<file path="src/rtl/chan_scheduler.sv">
// chan_scheduler
//   Round-robin time-division scheduler sharing one Gilbert channel-model
//   instance between N_REQ transmitter streams. One requester is granted at a
//   time for a frame of up to FRAME_LEN samples. Its samples are forwarded to
//   the channel input with one cycle of latency. GUARD_CYC idle cycles are
//   inserted after every frame.
//
// Optional feature macro: CHAN_BAD_HOLDOFF_EN
//   When defined, no new grant is issued in IDLE while chan_state = 1. The
//   round-robin pointer is also left unchanged while holding off. A frame that
//   is already in progress is never interrupted by chan_state.
//   When undefined, chan_state is ignored.
//
// Ports
//   clk         in   system clock, rising edge
//   reset       in   asynchronous, active-low reset
//   req         in   [N_REQ]     per-requester frame request (level)
//   s_valid     in   [N_REQ]     per-requester sample valid
//   s_data      in   [16*N_REQ]  per-requester signed samples, requester i at [16i+15:16i]
//   s_ready     out  [N_REQ]     per-requester ready (only the granted bit can be high)
//   chan_state  in   channel-model state (0 = Good, 1 = Bad)
//   m_data      out  [16]        sample to the channel input
//   m_valid     out  m_data valid
//   grant       out  [N_REQ]     one-hot grant, zero outside GRANT
//   busy        out  high in GRANT or GUARD
//   frame_done  out  one-cycle pulse after the frame-ending edge
//   frame_cnt   out  [16]        samples accepted in the last completed frame
module chan_scheduler #(
  parameter int unsigned N_REQ     = 4,
  parameter int unsigned FRAME_LEN = 16,
  parameter int unsigned GUARD_CYC = 2
) (
  input  logic               clk,
  input  logic               reset,
  input  logic [N_REQ-1:0]   req,
  input  logic [N_REQ-1:0]   s_valid,
  input  logic [16*N_REQ-1:0] s_data,
  output logic [N_REQ-1:0]   s_ready,
  input  logic               chan_state,
  output logic [15:0]        m_data,
  output logic               m_valid,
  output logic [N_REQ-1:0]   grant,
  output logic               busy,
  output logic               frame_done,
  output logic [15:0]        frame_cnt
);

  localparam int unsigned PTR_W = $clog2(N_REQ);
  localparam int unsigned CNT_W = $clog2(FRAME_LEN + 1);

  localparam logic [CNT_W-1:0] CNT_LAST   = CNT_W'(FRAME_LEN - 1);
  localparam logic [7:0]       GUARD_LAST = 8'(GUARD_CYC - 1);

  typedef enum logic [1:0] {
    ST_IDLE  = 2'd0,
    ST_GRANT = 2'd1,
    ST_GUARD = 2'd2
  } state_t;

  state_t             r_state;
  state_t             w_state_nxt;

  logic [N_REQ-1:0]   r_grant;
  logic [N_REQ-1:0]   w_grant_nxt;
  logic [PTR_W-1:0]   r_ptr;
  logic [PTR_W-1:0]   w_ptr_nxt;
  logic [CNT_W-1:0]   r_cnt;
  logic [CNT_W-1:0]   w_cnt_nxt;
  logic [7:0]         r_guard;
  logic [7:0]         w_guard_nxt;
  logic               r_done;
  logic               w_done_nxt;
  logic [15:0]        r_fcnt;
  logic [15:0]        w_fcnt_nxt;
  logic [15:0]        r_mdata;
  logic               r_mvalid;

  logic               w_hold;
  logic               w_req_any;
  logic [2*N_REQ-1:0] w_req_sh;
  logic               w_found;
  logic [N_REQ-1:0]   w_win_oh;
  logic [PTR_W-1:0]   w_ptr_after;
  logic [15:0]        w_gdata;
  logic               w_accept;
  logic               w_full;
  logic               w_abort;

`ifdef CHAN_BAD_HOLDOFF_EN
  assign w_hold = chan_state;
`else
  logic w_unused_chan_state;
  assign w_unused_chan_state = chan_state;
  assign w_hold              = 1'b0;
`endif

  assign w_req_any = |req;

  // Rotate the request vector so that bit 0 is the requester at the pointer.
  // The first set bit k then gives winner = (ptr + k) mod N_REQ.
  assign w_req_sh = {req, req} >> r_ptr;

  always_comb begin : arb
    int unsigned v_win;
    v_win       = 0;
    w_found     = 1'b0;
    w_win_oh    = '0;
    w_ptr_after = r_ptr;
    for (int unsigned k = 0; k < N_REQ; k++) begin
      if (!w_found && w_req_sh[k]) begin
        w_found = 1'b1;
        v_win   = int'(r_ptr) + k;
        if (v_win >= N_REQ) begin
          v_win = v_win - N_REQ;
        end
      end
    end
    if (w_found) begin
      w_win_oh    = N_REQ'(1) << v_win;
      w_ptr_after = (v_win + 1 >= N_REQ) ? '0 : PTR_W'(v_win + 1);
    end
  end

  // Mux the granted requester's sample. r_grant is one-hot or zero.
  always_comb begin
    w_gdata = '0;
    for (int unsigned k = 0; k < N_REQ; k++) begin
      if (r_grant[k]) begin
        w_gdata = s_data[16*k +: 16];
      end
    end
  end

  assign w_accept = (r_state == ST_GRANT) && (|(s_valid & r_grant));
  assign w_full   = w_accept && (r_cnt == CNT_LAST);
  assign w_abort  = ~|(req & r_grant);

  // Next-state and next-register logic
  always_comb begin
    w_state_nxt = r_state;
    w_grant_nxt = r_grant;
    w_ptr_nxt   = r_ptr;
    w_cnt_nxt   = r_cnt;
    w_guard_nxt = r_guard;
    w_done_nxt  = 1'b0;
    w_fcnt_nxt  = r_fcnt;
    case (r_state)
      ST_IDLE: begin
        if (w_req_any && !w_hold) begin
          w_grant_nxt = w_win_oh;
          w_ptr_nxt   = w_ptr_after;
          w_state_nxt = ST_GRANT;
        end
      end
      ST_GRANT: begin
        w_cnt_nxt = r_cnt + CNT_W'(w_accept);
        // A sample accepted in the abort cycle is still counted, so a
        // coincident full/abort always reports the full count.
        if (w_full || w_abort) begin
          w_done_nxt  = 1'b1;
          w_fcnt_nxt  = 16'(w_cnt_nxt);
          w_grant_nxt = '0;
          w_cnt_nxt   = '0;
          w_guard_nxt = '0;
          w_state_nxt = (GUARD_CYC > 0) ? ST_GUARD : ST_IDLE;
        end
      end
      ST_GUARD: begin
        if (r_guard == GUARD_LAST) begin
          w_guard_nxt = '0;
          w_state_nxt = ST_IDLE;
        end else begin
          w_guard_nxt = r_guard + 8'd1;
        end
      end
      default: begin
        w_grant_nxt = '0;
        w_cnt_nxt   = '0;
        w_guard_nxt = '0;
        w_state_nxt = ST_IDLE;
      end
    endcase
  end

  always_ff @(posedge clk or negedge reset) begin
    if (!reset) begin
      r_state <= ST_IDLE;
    end else begin
      r_state <= w_state_nxt;
    end
  end

  always_ff @(posedge clk or negedge reset) begin
    if (!reset) begin
      r_grant  <= '0;
      r_ptr    <= '0;
      r_cnt    <= '0;
      r_guard  <= '0;
      r_done   <= 1'b0;
      r_fcnt   <= '0;
      r_mdata  <= '0;
      r_mvalid <= 1'b0;
    end else begin
      r_grant  <= w_grant_nxt;
      r_ptr    <= w_ptr_nxt;
      r_cnt    <= w_cnt_nxt;
      r_guard  <= w_guard_nxt;
      r_done   <= w_done_nxt;
      r_fcnt   <= w_fcnt_nxt;
      r_mvalid <= w_accept;
      if (w_accept) begin
        r_mdata <= w_gdata;
      end
    end
  end

  assign grant      = r_grant;
  assign s_ready    = r_grant;
  assign busy       = (r_state != ST_IDLE);
  assign frame_done = r_done;
  assign frame_cnt  = r_fcnt;
  assign m_data     = r_mdata;
  assign m_valid    = r_mvalid;

endmodule

</file>
<file path="config.mk">
export PLATFORM = sky130hd
export DESIGN_NAME = chan_scheduler
export DESIGN_NICKNAME = d
export VERILOG_FILES = /design/src/rtl/chan_scheduler.sv
export SDC_FILE = /design/constraint.sdc
export NUM_CORES = 1
export LEC_CHECK = 0
export BUFFER_PORTS_ARGS = -buffer_cell sky130_fd_sc_hd__clkbuf_2
export CORE_UTILIZATION = 40
export DETAILED_ROUTE_END_ITERATION = 6
export PLACE_DENSITY_LB_ADDON = 0.3
export REMOVE_ABC_BUFFERS = 1
export SKIP_LAST_GASP = 1
export SLEW_MARGIN = 15
export SYNTH_ARGS = -nofsm -noshare
export SYNTH_HDL_FRONTEND = slang
export SYNTH_SLANG_ARGS = --single-unit
export TNS_END_PERCENT = 100
</file>
<file path="constraint.sdc">
create_clock -name clk -period 4.82 [get_ports clk]
set_clock_uncertainty 0.1 [all_clocks]
set_input_delay 0.241 -clock clk [delete_from_list [all_inputs] [get_ports clk]]
set_output_delay 0.241 -clock clk [all_outputs]
set_load 0.005 [all_outputs]
</file>
Yosys cells after proc, flatten, opt, wreduce, memory -nomap -nowiden. Cells that the tools add are included.

Register bits: 44. Bits of input ports: 75. Output and inout port bits: 43.

$add $sub $neg: 10. Magnitude comparators: 5. Equal/unequal tests: 7. Shift operators: 2. Mux-type cells: 32. Bitwise operators: 4. Reduce and logical (&&, ||, !) cells: 21.

Operator list (number): 32-bit 2-to-1 mux (8); 16-bit 2-to-1 mux (4); 32-bit by 1-bit adder with 32-bit output, second input constant (1); 32-bit by 3-bit greater-or-equal comparator with 1-bit output, second input constant (1); 1-bit by 32-bit << shifter with 4-bit output, first input constant (1); 8-bit one-hot mux with 3 select lines (1); 8-bit 2-to-1 mux (2); 4-bit 2-to-1 mux (3); 4-bit one-hot mux with 3 select lines (1); 4-bit OR reduction (3); 3-bit by 3-bit subtractor with 4-bit output, second input constant (3); 5-bit one-hot mux with 2 select lines (1); 3-bit greater-or-equal comparator, second input constant (3); 3-bit AND reduction (3); 8-bit by 1-bit adder with 8-bit output, second input constant (1); 4-bit AND (2); 8-bit by 1-bit equality test with 1-bit output, second input constant (1); 2-bit 2-to-1 mux (4); 8-bit by 2-bit right shift with 4-bit output (1); 2-bit by 2-bit adder with 3-bit output, second input constant (2); 1-bit 2-to-1 mux (6); 2-bit one-hot mux with 3 select lines (1); 5-bit by 1-bit adder with 5-bit output (1); 5-bit by 4-bit equality test with 1-bit output, second input constant (1); 16 further kinds (26).

Logic depth before layout (Yosys ltp). Gate-level depths: netlist (run 1).

Depth after elaboration: 15. Depth in mapped cells: 14. Gate-level depth less buffers: 13.

Worst setup path after synthesis (run 1). No wires, ideal clock.

Kind: register -> register. Start: reg r_ptr[1]. End: reg r_ptr[0]. Arrival: 3330 ps. Setup slack: 1321 ps. Stages on the path, launching flop included: 14. Buffers on the path: 0. Clock period less this slack: 3499 ps. Path through: dfrtp_1 > or3_2 > o2bb2a_4 > and2_1 > mux2_2 > inv_1 > ha_1 > nand2_1 > ha_1 > nor4bb_1 > nand4_1 > a311oi_1 > or4b_1 > nand3_1.

Cells in the longest elaborated chain, start to end: 14. Elaborated cells on any way between the ends: 34. Those cells by class: 8 x add/sub; 5 x order compare; 1 x shift; 13 x mux; 7 x reduce/logical.

Ends and longest elaborated chain: start, declared (RTL line 65) `logic [PTR_W-1:0] r_ptr;`; start signal, assigned (RTL line 205) `r_ptr <= w_ptr_nxt;`; branches (longest 14 deep; another with 32-bit by 1-bit adder with 32-bit output).

Parallel ways; which one is timed is not known. A chain may end at the register's enable or synchronous reset.

Worst setup path after layout (run 1).
Start: reg r_ptr[0]. End: reg r_ptr[0].

The elaborated chain is that of the path after synthesis.

==> results of run 1 <==
==> cells in the mapped netlist (all sizes together), types with 3 or more instances <==
cell,number
dfrtp,44
a21oi,38
nor2,24
buf,22
nand2,20
ha,18
nor2b,17
nor3,15
a221oi,14
clkbuf,13
o21ai,13
inv,11
nand3,9
xnor2,8
mux2,6
o31ai,6
a22oi,5
nand3b,5
o211ai,5
a2111oi,4
and3,4
a22o,3
and2b,3
nand2b,3
==> state kept, by name, indices dropped and copies added (netlist names) <==
signal	flops
r_state	2
m_valid	1
m_data	16
frame_cnt	5
r_cnt	5
r_guard	8
grant	4
r_ptr	2
frame_done	1
==> cells in the final DEF, fill, tap and decap left out, types with 2 or more instances in the layout <==
master	n
buf_4	3
conb_1	11
a221oi_1	14
and2_1	2
o21ai_0	13
xnor2_1	8
a22o_1	3
nand2_1	20
a21oi_1	37
a2111oi_0	4
nand3_1	9
o31ai_1	6
or3b_2	2
nand4_1	2
nor3_1	15
nor2_1	24
nand3b_1	5
a22oi_1	5
nand2b_1	3
nor4bb_1	2
ha_1	18
mux2_2	6
nor3b_1	2
nor2b_1	17
o211ai_1	5
and3_1	4
a311oi_1	2
dfrtp_1	44
or4b_1	2
and2b_2	2
o21a_1	2
clkbuf_8	5
clkbuf_2	105
a211oi_1	2
inv_1	11
==> power groups by stage <==
stage	clock [mW]	combinational (mW)	sequential (mW)
after detailed placement	0	0.888	0.635
after CTS	0.298	0.892	0.627
after global routing	0.314	1.02	0.651
after global placement	0	0.867	0.630
after floorplan	0	0.557	0.633
final	0.291	0.892	0.628
==> critical path: stages (launching register included) <==
cell and delay, ns:
dfrtp_1 0.54, or3b_2 0.55, o2bb2a_4 0.21, and2_1 0.14
mux2_2 0.30, inv_1 0.18, ha_1 0.25, nand2_1 0.10
ha_1 0.32, nor4bb_1 0.23, nand4_1 0.17, a311oi_1 0.31
or4b_1 0.46, nand3_1 0.09
==> worst max path at each step <==
stage,cells after the start,startpoint,end,slack (ns)
after CTS,13,r_ptr[0],r_ptr[0],0.84
after detailed placement,13,r_ptr[0],r_ptr[0],0.87
final,13,r_ptr[0],r_ptr[0],0.82
after global placement,13,r_ptr[0],r_ptr[0],0.97
after floorplan,8,grant[3],r_cnt[4],1.11
after global routing,13,r_ptr[0],r_ptr[0],0.55
==> cell type report <==
| type | instances | area [um2] | share of cell area (%) |
|---|---|---|---|
| clock buffer | 5 | 68.8 | 1.87 |
| sequential | 44 | 1100 | 29.8 |
| clock inverter | 3 | 46.3 | 1.25 |
| timing repair buffer | 109 | 558 | 15.1 |
| tap | 99 | 124 | 3.36 |
| inverter | 11 | 41.3 | 1.12 |
| multi-input combinational | 264 | 1750 | 47.4 |
==> what timing repair did <==
| item | CTS | global route |
|---|---|---|
| hold buffers | 1 | 0 |
| hold endpoints to repair | 44 | 0 |
| gates resized for setup | 0 | 0 |
==> through the flow <==
| step | util, % | cells | power [mW] | hold WS [ns] | setup WS, ns |
|---|---|---|---|---|---|
| after global routing | 50.3 | 535 | 1.98 | 0.142 | 0.549 |
| after CTS | 50.3 | 535 | 1.82 | 0.135 | 0.837 |
| after detailed placement | 48.6 | 526 | 1.52 | 0.262 | 0.871 |
| after global placement | 48.6 | 526 | 1.50 | 0.259 | 0.967 |
| after floorplan | - | 319 | 1.19 | -0.155 | 1.11 |
| final | 50.3 | 535 | 1.81 | 0.136 | 0.819 |
==> cells by family after synthesis <==
family | Yosys count | synth area share, %
muxes | 6 | 2.20
xor gates and xnor gates | 9 | 2.56
AOI/OAI and AO/OA | 100 | 21.8
and+or+nand+nor | 120 | 21.5
adders and majority gates | 18 | 7.32
DFF | 44 | 35.8
buffers and inverters | 46 | 8.62
other | 1 | 0.122
==> per-layer routing <==
layer	share of wire [%]	vias up	track usage (%)
met5	0	-	0
met4	1.0	0	5.48
met3	6.5	9	3.93
met2	50	110	35.1
met1	43	1343	22.8
li1	-	1412	-
==> impl_metrics.py, run 1 <==
metrics = {
    "worst_setup_path": {
        "required_ns": 4.96,
        "critPathArrivalTime_ns": 4.14,
        "rrSetupSlack_ns": 0.82,
        "r2r-end": "r_ptr[0]",
        "rr_worst_depth": 13,
        "end_kind": "register",
        "crit_type": "register to register",
        "crit_path_start_kind": "register",
        "r2r-start": "r_ptr[0]",
        "cp_max_fo": 15,
    },
    "flow_run": {
        "cap_violations": 0,
    },
    "clocking": {
        "post_cts_buffers": 0,
        "clk_pin_slew_ns": 0.09,
        "worstSkewPairLatency_ns": 0.30,
        "cts_buffers": 5,
        "cts_tree": "done",
        "cts_buffer_depth": 2,
        "root_buffer": "clkbuf_8",
        "cts_sinks": 44,
        "htree_levels": 2,
    },
    "sta": {
        "finalSetupTns_ns": 0,
        "rsz0062_at_grt": "no",
        "slew_headroom_pct": 29.8,
        "hold_viol": 0,
        "finalSetupViolCount": 0,
        "tightestPinTransition_ns": 1.05,
        "timing.final.crit_share_pct": 83.0,
        "period_needed_ns": 4.00,
        "slew_violations": 0,
        "fmax_mhz": 250,
    },
    "finish": {
        "final_layout_size_suffix_gt1_share_pct": 30.5,
        "fin_nets": 528,
        "syn_to_final_growth_pct": 20.0,
        "n_antenna_cell": 0,
        "final_cell_area_um2": 3690,
        "n_fill_cell": 703,
    },
    "logic_synthesis": {
        "syn-instance-count": 344,
        "ys_seq_area_share_pct": 35.8,
        "synth_top_flop_cell": "dfrtp_1",
        "synth_edf_count": 0,
        "post-synth-top-area-cell": "dfrtp_1",
        "synth.top_cell.area_share_pct": 35.8,
        "async_flop_share_pct": 100,
        "syn-cell-area_um2": 3080,
        "syn-mean-instance-area_um2": 8.94,
        "yosysWarnings": 0,
        "ys_seq_elements": 44,
        "synth_area_leaders": "dfrtp_1, ha_1, a21oi_1, buf_4, a221oi_1",
        "synth_cell_types": 53,
    },
    "floorplanning": {
        "initial_core_util_pct": 42.0,
        "die_area_um2": 8040,
        "die_w_um": 89.7,
        "rows": 31,
        "io_pins": 118,
        "core_area_um2": 7330,
        "die_h_um": 89.7,
    },
    "outcome": {
        "status": "completed",
    },
    "pwr": {
        "intPower_mw": 1.04,
        "pwr-share-comb_pct": 49.3,
        "switching_share_pct": 42.6,
        "p_switching_mw": 0.771,
        "ir_worst_vdd_mv": 0.168,
        "p_leak_nw": 1.75,
        "pwr-share-clk_pct": 16.1,
        "pwr-share-seq_pct": 34.7,
        "p_per_area_nw_per_um2": 491,
    },
    "global_routing": {
        "gr-usage-all-layers_pct": 19.2,
        "first_global_vias": 2527,
        "antenna_found_initial": 0,
        "grt_max_degree": 45,
        "overflow": 0,
        "grt_first_pass_wirelength_mm": 11.9,
    },
    "route": {
        "drtAntennaViolNets": 0,
        "drt_iter0_markers": 143,
        "vias_per_cell": 5.37,
        "wl_per_cell_um": 14.3,
        "routed_wl_mm": 7.65,
        "vias": 2874,
        "detail_route.drc_violations": 0,
        "first_pass_iters": 5,
    },
    "hold_path": {
        "whs_endpoint": "m_data[13]",
        "min_from": "s_data[61]",
        "worstHoldPathCells": 3,
        "hp-class": "input pin to register",
    },
    "placed_design": {
        "io_buffers": 105,
        "dp_hpwl_mm": 5.51,
        "gp_congestion": 0.808,
        "dpl-instance-area_um2": 3560,
    },
}
(Power assumes the default switching activity.)
==> inputs of run 2 (changes only) <==
==> constraint.sdc (replaced) <==
create_clock -name clk -period 3.8 [get_ports clk]
set_clock_uncertainty 0.1 [all_clocks]
set_input_delay 0.19 -clock clk [delete_from_list [all_inputs] [get_ports clk]]
set_output_delay 0.19 -clock clk [all_outputs]
set_load 0.005 [all_outputs]
==> impl_metrics.py, run 2 (synthesis gave the netlist of run 1 again) <==
metrics = {
    "floorplanning": {
        "die_h_um": 89.7,
        "die_w_um": 89.7,
        "core_area_um2": 7330,
        "io_pins": 118,
        "initial_core_util_pct": 42.0,
        "rows": 31,
        "die_area_um2": 8040,
    },
    "worst_setup_path": {
        "end_kind": "register",
        "startpoint": "r_ptr[1]",
        "critPathArrivalTime_ns": 3.78,
        "crit_type": "register to register",
        "cp_max_fo": 10,
        "crit_path_start_kind": "register",
        "required_ns": 3.94,
        "r2r-end": "r_ptr[0]",
        "rr_worst_depth": 14,
        "r2r-start": "r_ptr[1]",
        "rrSetupSlack_ns": 0.16,
    },
    "finish": {
        "layout.cells.non_filler": 548,
        "final_common_cell": "clkbuf_2",
        "n_antenna_cell": 0,
        "largest_reg_flops": 16,
        "most-common-layout-cells": "clkbuf_2, dfrtp_1, a21oi_1",
        "syn_to_final_growth_pct": 25.8,
        "fin_nets": 541,
        "final_cell_area_um2": 3870,
        "final_layout_size_suffix_gt1_share_pct": 34.5,
    },
    "pwr": {
        "intPower_mw": 1.42,
        "p_per_area_nw_per_um2": 630,
        "p_leak_nw": 1.85,
        "pwr-share-clk_pct": 15.4,
        "pwr-share-seq_pct": 29.5,
        "ir_worst_vdd_mv": 0.235,
        "switching_share_pct": 41.7,
        "pwr-share-comb_pct": 55.1,
        "p_switching_mw": 1.02,
    },
    "placed_design": {
        "dp_cells": 533,
        "io_buffers": 105,
        "gp_congestion": 0.842,
        "place_ws_ns": -0.138,
        "dpl-instance-area_um2": 3620,
        "dp_hpwl_mm": 5.72,
    },
    "clocking": {
        "root_buffer": "clkbuf_8",
        "clk_pin_slew_ns": 0.09,
        "worstSkewPairLatency_ns": 0.30,
        "cts_tree": "done",
        "cts_buffer_depth": 2,
        "cts_sinks": 44,
        "cts_buffers": 5,
        "htree_levels": 2,
    },
    "route": {
        "routed_wl_mm": 7.96,
        "wl_per_cell_um": 14.5,
        "vias": 2867,
        "first_pass_iters": 4,
        "detail_route.drc_violations": 0,
        "drtAntennaViolNets": 0,
        "drt_iter0_markers": 146,
        "vias_per_cell": 5.23,
    },
    "sta": {
        "period_needed_ns": 3.64,
        "timing.final.crit_share_pct": 95.8,
        "fmax_mhz": 275,
        "hold_viol": 0,
        "setup_slack_ns": 0.160,
        "tightestPinTransition_ns": 0.623,
        "slew_violations": 0,
        "slew_headroom_pct": 58.3,
        "finalSetupViolCount": 0,
    },
    "hold_path": {
        "hp-class": "input pin to register",
        "min_from": "s_data[51]",
        "whs_endpoint": "m_data[3]",
        "worstHoldPathCells": 3,
    },
    "global_routing": {
        "overflow": 0,
        "grt_first_pass_wirelength_mm": 12.0,
        "first_global_vias": 2571,
        "gr-usage-all-layers_pct": 19.6,
        "grt_max_degree": 45,
        "antenna_found_initial": 0,
    },
    "flow_run": {
        "cap_violations": 0,
    },
    "outcome": {
        "status": "completed",
    },
}
-- run 2: changes by cell type in the layout (fill, tap and decap cells not counted), moves of 2 or more --
cell and change:
buf_4 +13, ha_1 -2, ha_4 +2, nor4bb_1 -2
-- run 2: worst max-delay path by stage --
stage / depth (start not counted) / slack (ns) / endpoint
finish: 14 / 0.16 / r_ptr[0]
global route: 14 / -0.007 / r_ptr[0]
CTS: 13 / 0.05 / r_ptr[0]
detailed placement: 13 / -0.14 / r_ptr[0]
global placement: 13 / 0.14 / r_ptr[0]
floorplan: 8 / 0.09 / r_cnt[4]
-- run 2: layout make-up --
| type | count | area [um2] |
|---|---|---|
| clock buffer | 5 | 68.8 |
| sequential | 44 | 1100 |
| fill | 699 | 3460 |
| inverter | 11 | 46.3 |
| multi-input combinational | 264 | 1820 |
| timing repair buffer | 122 | 656 |
| clock inverter | 3 | 46.3 |
| tap | 99 | 124 |
-- run 2: power groups by stage --
stage / combinational, mW / sequential [mW] / clock (mW)
global placement: 1.19 / 0.732 / 0
finish: 1.34 / 0.719 / 0.375
detailed placement: 1.23 / 0.735 / 0
floorplan: 0.706 / 0.802 / 0
global route: 1.52 / 0.741 / 0.404
CTS: 1.27 / 0.720 / 0.386
-- run 2: timing repair --
action,in CTS,in global routing
hold endpoints to repair,44,0
pin swaps,2,5
gates resized for setup,5,12
buffers inserted,3,3
setup endpoints to repair,1,2
hold buffers,1,0
-- run 2: layer usage --
metal | wire, um | vias to the layer above | global-route usage [%] | share of wire (%)
met5 | 0 | - | 0 | 0
met4 | 230 | 0 | 8.66 | 2.9
met3 | 497 | 18 | 3.66 | 6.2
met2 | 3740 | 97 | 34.0 | 47
met1 | 3500 | 1313 | 23.7 | 44
li1 | - | 1439 | - | -
-- run 2: worst max-delay path, cell delays in order, from the launching register on --
cell	delay (ns)
dfrtp_1	0.39
buf_4	0.17
nor4bb_2	0.31
o2bb2a_4	0.19
and2_1	0.15
mux2_4	0.34
inv_6	0.08
ha_4	0.16
nand2_4	0.06
ha_4	0.28
nor4bb_4	0.29
nand4_1	0.20
a311oi_2	0.31
or4b_1	0.46
nand3_1	0.09
-- run 2: per-stage QoR --
stage	util, %	TNS, ns	hold WS [ns]	total power, mW
3_5_place_dp	49.3	-0.138	0.219	1.96
3_3_place_gp	49.3	0	0.209	1.93
5_1_grt	52.8	-0.00720	0.0960	2.66
4_1_cts	51.6	0	0.0769	2.38
6_report	52.8	0	0.0781	2.44
2_1_floorplan	-	0	-0.206	1.51
